==> src/rtl/rf_wb_arbiter_if.sv <==
// Write-back bus between the execute/memory units, the issue stage and the
// register file. The arbiter is the slave; units, issue and the register
// file together form the master side.
interface rf_wb_arbiter_if #(
    parameter int NUM_REQ = 3,
    parameter int AW      = 5,
    parameter int DW      = 32
);
    logic [NUM_REQ-1:0]    req_valid;
    logic [NUM_REQ*AW-1:0] req_addr;
    logic [NUM_REQ*DW-1:0] req_data;
    logic [NUM_REQ-1:0]    req_ready;
    logic                  rsv_valid;
    logic [AW-1:0]         rsv_addr;
    logic [2**AW-1:0]      pending;
    logic                  reg_wr;
    logic [AW-1:0]         waddr;
    logic [DW-1:0]         wdata;

    modport master (
        output req_valid, req_addr, req_data, rsv_valid, rsv_addr,
        input  req_ready, pending, reg_wr, waddr, wdata
    );

    modport slave (
        input  req_valid, req_addr, req_data, rsv_valid, rsv_addr,
        output req_ready, pending, reg_wr, waddr, wdata
    );
endinterface

==> src/rtl/rf_wb_arbiter.sv <==
// Round-robin write-back arbiter for the single register-file write port,
// plus the pending-write scoreboard used by hazard detection.
// Writes to x0 are accepted and consumed but never reach the register file.
module rf_wb_arbiter #(
    parameter int NUM_REQ = 3,
    parameter int AW      = 5,
    parameter int DW      = 32
) (
    input  logic            clk_i,
    input  logic            rst_i,
    rf_wb_arbiter_if.slave  bus
);
    localparam int PW   = (NUM_REQ > 1) ? $clog2(NUM_REQ) : 1;
    localparam int NREG = 2**AW;

    logic [PW-1:0]      ptr_q, ptr_d;
    logic               reg_wr_q, reg_wr_d;
    logic [AW-1:0]      waddr_q, waddr_d;
    logic [DW-1:0]      wdata_q, wdata_d;
    logic [NREG-1:0]    pending_q, pending_d;

    logic [NUM_REQ-1:0] grant;
    logic [PW-1:0]      grant_idx;
    logic               grant_vld;

    logic [AW-1:0]      addr_arr [NUM_REQ];
    logic [DW-1:0]      data_arr [NUM_REQ];

    for (genvar gi = 0; gi < NUM_REQ; gi++) begin : g_unpack
        assign addr_arr[gi] = bus.req_addr[gi*AW +: AW];
        assign data_arr[gi] = bus.req_data[gi*DW +: DW];
    end

    // Round-robin pick: first valid requester at or above ptr, wrapping.
    always_comb begin
        logic [PW:0] sum;
        sum       = '0;
        grant     = '0;
        grant_idx = '0;
        grant_vld = 1'b0;
        for (int k = 0; k < NUM_REQ; k++) begin
            sum = {1'b0, ptr_q} + (PW+1)'(k);
            if (sum >= (PW+1)'(NUM_REQ)) begin
                sum = sum - (PW+1)'(NUM_REQ);
            end
            if (!grant_vld && bus.req_valid[sum[PW-1:0]]) begin
                grant_vld = 1'b1;
                grant_idx = sum[PW-1:0];
            end
        end
        // Nothing is granted while reset is held.
        if (rst_i) begin
            grant_vld = 1'b0;
        end
        if (grant_vld) begin
            grant[grant_idx] = 1'b1;
        end
    end

    // Next write-port contents and pointer from the accepted request.
    always_comb begin
        ptr_d    = ptr_q;
        waddr_d  = waddr_q;
        wdata_d  = wdata_q;
        reg_wr_d = 1'b0;
        if (grant_vld) begin
            ptr_d    = (grant_idx == PW'(NUM_REQ-1)) ? '0 : grant_idx + PW'(1);
            waddr_d  = addr_arr[grant_idx];
            wdata_d  = data_arr[grant_idx];
            reg_wr_d = (addr_arr[grant_idx] != '0);
        end
    end

    // Scoreboard next state: retiring write clears, reservation sets and wins.
    always_comb begin
        pending_d = pending_q;
        if (reg_wr_q) begin
            pending_d[waddr_q] = 1'b0;
        end
        if (bus.rsv_valid && (bus.rsv_addr != '0)) begin
            pending_d[bus.rsv_addr] = 1'b1;
        end
        pending_d[0] = 1'b0;
    end

    // Pointer and registered write port.
    always_ff @(posedge clk_i) begin
        if (rst_i) begin
            ptr_q    <= '0;
            reg_wr_q <= 1'b0;
            waddr_q  <= '0;
            wdata_q  <= '0;
        end else begin
            ptr_q    <= ptr_d;
            reg_wr_q <= reg_wr_d;
            waddr_q  <= waddr_d;
            wdata_q  <= wdata_d;
        end
    end

    // Pending-write bitmask.
    always_ff @(posedge clk_i) begin
        if (rst_i) begin
            pending_q <= '0;
        end else begin
            pending_q <= pending_d;
        end
    end

    assign bus.req_ready = grant;
    assign bus.reg_wr    = reg_wr_q;
    assign bus.waddr     = waddr_q;
    assign bus.wdata     = wdata_q;
    assign bus.pending   = pending_q;

endmodule

==> src/flat_wrapper.sv <==
// flat-port wrapper written by rule: the top's interface ports become plain ports
module rf_wb_arbiter_flat 
#(
    parameter int NUM_REQ = 3,
    parameter int AW      = 5,
    parameter int DW      = 32
)
  (clk_i, rst_i, bus_req_valid, bus_req_addr, bus_req_data, bus_rsv_valid, bus_rsv_addr, bus_req_ready, bus_pending, bus_reg_wr, bus_waddr, bus_wdata);
  rf_wb_arbiter_if #(.NUM_REQ(NUM_REQ), .AW(AW), .DW(DW)) bus_i ();
  input  logic clk_i;
  input  logic rst_i;
  input wire logic [$bits(bus_i.req_valid)-1:0] bus_req_valid;
  input wire logic [$bits(bus_i.req_addr)-1:0] bus_req_addr;
  input wire logic [$bits(bus_i.req_data)-1:0] bus_req_data;
  input wire logic [$bits(bus_i.rsv_valid)-1:0] bus_rsv_valid;
  input wire logic [$bits(bus_i.rsv_addr)-1:0] bus_rsv_addr;
  output wire logic [$bits(bus_i.req_ready)-1:0] bus_req_ready;
  output wire logic [$bits(bus_i.pending)-1:0] bus_pending;
  output wire logic [$bits(bus_i.reg_wr)-1:0] bus_reg_wr;
  output wire logic [$bits(bus_i.waddr)-1:0] bus_waddr;
  output wire logic [$bits(bus_i.wdata)-1:0] bus_wdata;
  assign bus_i.req_valid = bus_req_valid;
  assign bus_i.req_addr = bus_req_addr;
  assign bus_i.req_data = bus_req_data;
  assign bus_i.rsv_valid = bus_rsv_valid;
  assign bus_i.rsv_addr = bus_rsv_addr;
  assign bus_req_ready = bus_i.req_ready;
  assign bus_pending = bus_i.pending;
  assign bus_reg_wr = bus_i.reg_wr;
  assign bus_waddr = bus_i.waddr;
  assign bus_wdata = bus_i.wdata;
  rf_wb_arbiter #(.NUM_REQ(NUM_REQ), .AW(AW), .DW(DW)) u_core (.clk_i(clk_i), .rst_i(rst_i), .bus(bus_i));
endmodule
==> config.mk <==
export PLATFORM = sky130hd
export DESIGN_NAME = rf_wb_arbiter_flat
export DESIGN_NICKNAME = d
export VERILOG_FILES = /design/src/rtl/rf_wb_arbiter_if.sv /design/src/rtl/rf_wb_arbiter.sv /design/src/flat_wrapper.sv
export SDC_FILE = /design/constraint.sdc
export NUM_CORES = 1
export LEC_CHECK = 0
export ABC_AREA = 1
export CORE_MARGIN = 4
export CORE_UTILIZATION = 44
export DETAILED_ROUTE_END_ITERATION = 8
export PLACE_DENSITY = 0.85
export SETUP_SLACK_MARGIN = 0.1
export SYNTH_ARGS = -nofsm -noshare
export SYNTH_HDL_FRONTEND = slang
export SYNTH_SLANG_ARGS = --single-unit
==> constraint.sdc <==
create_clock -name clk_i -period 4.5 [get_ports clk_i]
set_input_delay 0.45 -clock clk_i [delete_from_list [all_inputs] [get_ports clk_i]]
set_output_delay 0.45 -clock clk_i [all_outputs]
set_load 0.1 [all_outputs]
==> reports/metrics.yaml <==
required_ps: 4050
p_seq_share_pct: 17.9
cts_hold_buf: 0
globalplace.congestion: 0.8809
drtIter0Drc: 198
grt_pass1_vias: 4344
worstReg2RegStart: "u_core.ptr_q[0]"
worst_pin_slew_ps: 1094
cts_tree: "built"
grt_max_degree: 39
clkTransAtPathRegs_ps: 80
path_cells: "inv_1, ha_1, inv_2, nand2_1, nand3_1, nand2_1, nand2_1, clkinv_2, nand3_4, nand2_2, nor3_1, buf_12"
drc: 0
clock_power_share_pct: 12.0
path_depth: 12
wire_per_inst_um: 16.69
synth_xor_area_share_pct: 0
num_vias: 4287
worst_path_most_repeated_cell: "nand2_1"
worstPathMaxFanout: 36
ys_types: 35
nets: 802
synth-simple-area-share_pct: 24.34
dieArea_um2: 10390
worst_path_largest_cell_delay_ps: 410
port_buffers: 193
muxShareOfSynthArea_pct: 0
r2r_end: "u_core.bus.waddr[4]"
antenna_found_initial: 0
hpwlAfterDp_um: 10180
rows: 34
fill_cells: 662
drtPass1Iterations: 5
htreeDepth: 3
synth_area_leaders: "dfxtp_1 (37%), nand2_1 (11%), o21ai_0 (8.9%)"
report.final.slew_viol_count: 0
synth_top_cell_by_area: "dfxtp_1"
wl_um: 13170
multiInputGateArea_um2: 2115
switching_share_pct: 59.79
overflow: 0
regToRegSetupSlack_ps: 1400
root_buffer: "clkbuf_8"
end_kind: "output port"
netlist_area_um2: 3881
synth_top_area_share_pct: 36.62
cts_sinks: 71
synth_compound_area_share_pct: 28.76
rsz0062_at_grt: "no"
grt_pass1_wl_um: 20420
post_cts_resized: 0
worst-setup-path-type: "reg -> out"
power_frac_comb_pct: 70.2
rr_worst_depth: 14
post-route-util_pct: 69.78
vias_per_cell: 5.433
fin_worst_skew_ps: 8.581
postSynthCellCount: 496
syn_area_per_cell_um2: 7.825
hold_viol: 0
synthFlopType: "dfxtp_1"
post-cts-setup-buffers: 0
start_kind: "flop"
arrival_ps: 2750
setup_tns_ps: 0
power_density_nw_per_um2: 865.3
fmax_mhz: 312.7
cts_buffers: 9
initial_core_util_pct: 44.94
setup_viol: 0
io_pins: 195
max_cap_violations: 0
clkLatencyLatePin_ps: 340
crit_buf_inv: 4
crit_start: "u_core.ptr_q[0]"
drtAntennaViolNets: 0
die_h_um: 101.9
syn-num-nets: 622
critical_path.endpoint: "bus_req_ready[2]"
num_antenna_cells: 0
die_x_um: 101.9
fin_crit_ps: 3198
status: "completed"
synth_warnings: 0
clockBufferDepth: 2
synth_top_family_by_area: "compound AO/OA/AOI/OAI gates"
areaGrowthSynthToFinish_pct: 55.25
p_leak_uw: 0.002228
fin_crit_sh_pct: 71.06
relSlewSlack_pct: 26.51
core_um2: 8636
peakVddDrop_uv: 759.9
p_int_uw: 2097
synth_fa_ha_area_share_pct: 1.289
synth_edf_count: 0
ys_seq_elements: 71
crit_slowest_cell: "dfxtp_1"
grt_usage_pct: 24.72
async_flop_share_pct: 0
hold_class: "reg -> reg"
power.total_uw: 5214
seq_area_um2: 1421
cp_top_family: "simple AND/OR/NAND/NOR gates"
yosysSeqAreaShare_pct: 36.62
drive_gt1_share_pct: 14.98
p_sw_uw: 3117
==> through the flow <==
step	hold slack, ps	setup slack, ps	instances	instance area, um2
floorplan	477.0	329.2	496	3881
CTS	479.5	1295	789	6026
global route	496.0	1144	789	6026
finish	477.4	1302	789	6026
global placement	460.9	1301	773	5782
detailed placement	468.4	1239	773	5782
==> state kept, by name, indices dropped and copies added (netlist names) <==
signal and count:
u_core.bus.pending 31, u_core.bus.reg_wr 1, u_core.bus.waddr 5, u_core.bus.wdata 32, u_core.ptr_q 2
==> cell usage after synthesis, types with 2 or more instances <==
| library cell | n |
|---|---|
| o21ai_0 | 69 |
| nand3_2 | 7 |
| a31oi_1 | 10 |
| nand2_1 | 118 |
| nand2_2 | 13 |
| ha_1 | 4 |
| clkbuf_1 | 7 |
| buf_1 | 3 |
| inv_2 | 5 |
| a21oi_2 | 22 |
| a31oi_2 | 13 |
| nor2_2 | 2 |
| nor2_1 | 6 |
| buf_12 | 4 |
| a41oi_2 | 8 |
| buf_2 | 3 |
| nor3_1 | 13 |
| nand2_4 | 4 |
| dfxtp_1 | 71 |
| a21oi_1 | 37 |
| buf_4 | 6 |
| inv_1 | 27 |
| nand3_1 | 30 |
| buf_6 | 3 |
==> how the worst min path moves through the flow <==
stage	start	slack, ps	to	cells past startpoint
6_report	u_core.bus.pending[14]	480	u_core.bus.pending[14]	2
4_1_cts	u_core.bus.pending[7]	480	u_core.bus.pending[7]	2
5_1_grt	u_core.bus.pending[31]	500	u_core.bus.pending[31]	2
3_5_place_dp	u_core.bus.pending[14]	470	u_core.bus.pending[14]	2
3_3_place_gp	u_core.bus.pending[13]	460	u_core.bus.pending[13]	2
2_1_floorplan	u_core.ptr_q[1]	480	u_core.ptr_q[1]	2
==> power groups by stage <==
stage | logic [uW] | registers [uW] | clock network (uW)
2_1_floorplan | 1810 | 2100 | 0
3_3_place_gp | 3600 | 932 | 0
3_5_place_dp | 3670 | 938 | 0
4_1_cts | 3680 | 927 | 631
5_1_grt | 3890 | 947 | 656
6_report | 3660 | 932 | 623
==> cell type report <==
type,instances,area share (%)
Clock buffer,9,2.056
Clock inverter,7,1.993
Inverter,34,2.222
Multi-Input combinational cell,365,35.09
Sequential cell,71,23.59
Tap cell,108,2.243
Timing Repair Buffer,195,32.81
==> logic make-up after synthesis <==
kind of cell    Yosys count
simple gates            197
compound gates          163
flops                    71
buf+inv                  60
fa+ha+maj                 4
other cells               1
==> placed cells by master (no fill, tap or decap), types with 3 or more instances in the layout <==
master / instances
clkdlybuf4s50_1: 190
inv_2: 5
nand3_2: 7
dfxtp_1: 71
o21ai_0: 69
clkbuf_8: 9
a21oi_2: 22
a31oi_2: 13
a41oi_2: 8
inv_1: 27
nor3_1: 13
buf_12: 3
a21oi_1: 37
bufinv_16: 3
ha_1: 4
nand2_4: 4
nor2_1: 6
a31oi_1: 10
nand2_1: 118
nand3_1: 30
nand2_2: 13
==> per-layer routing <==
metal  wire length (um)  up-vias  GRT usage [%]
met3               1305       42          6.689
met5                  0        -              0
met2               6508      236          43.21
met4                433        0          10.90
met1               4922     1948          28.29
li1                   -     2061              -
==> worst reg2reg max path: cells and delay by family, from the launching register on <==
family | cells | cell delay [ps]
buffers and inverters | 6 | 1130
AND/OR/NAND/NOR | 6 | 810
flip-flops | 1 | 410
adder cells (fa/ha/maj) | 1 | 390
AO/OA/AOI/OAI | 1 | 260
Note: power is estimated with default switching activity, not from simulation.
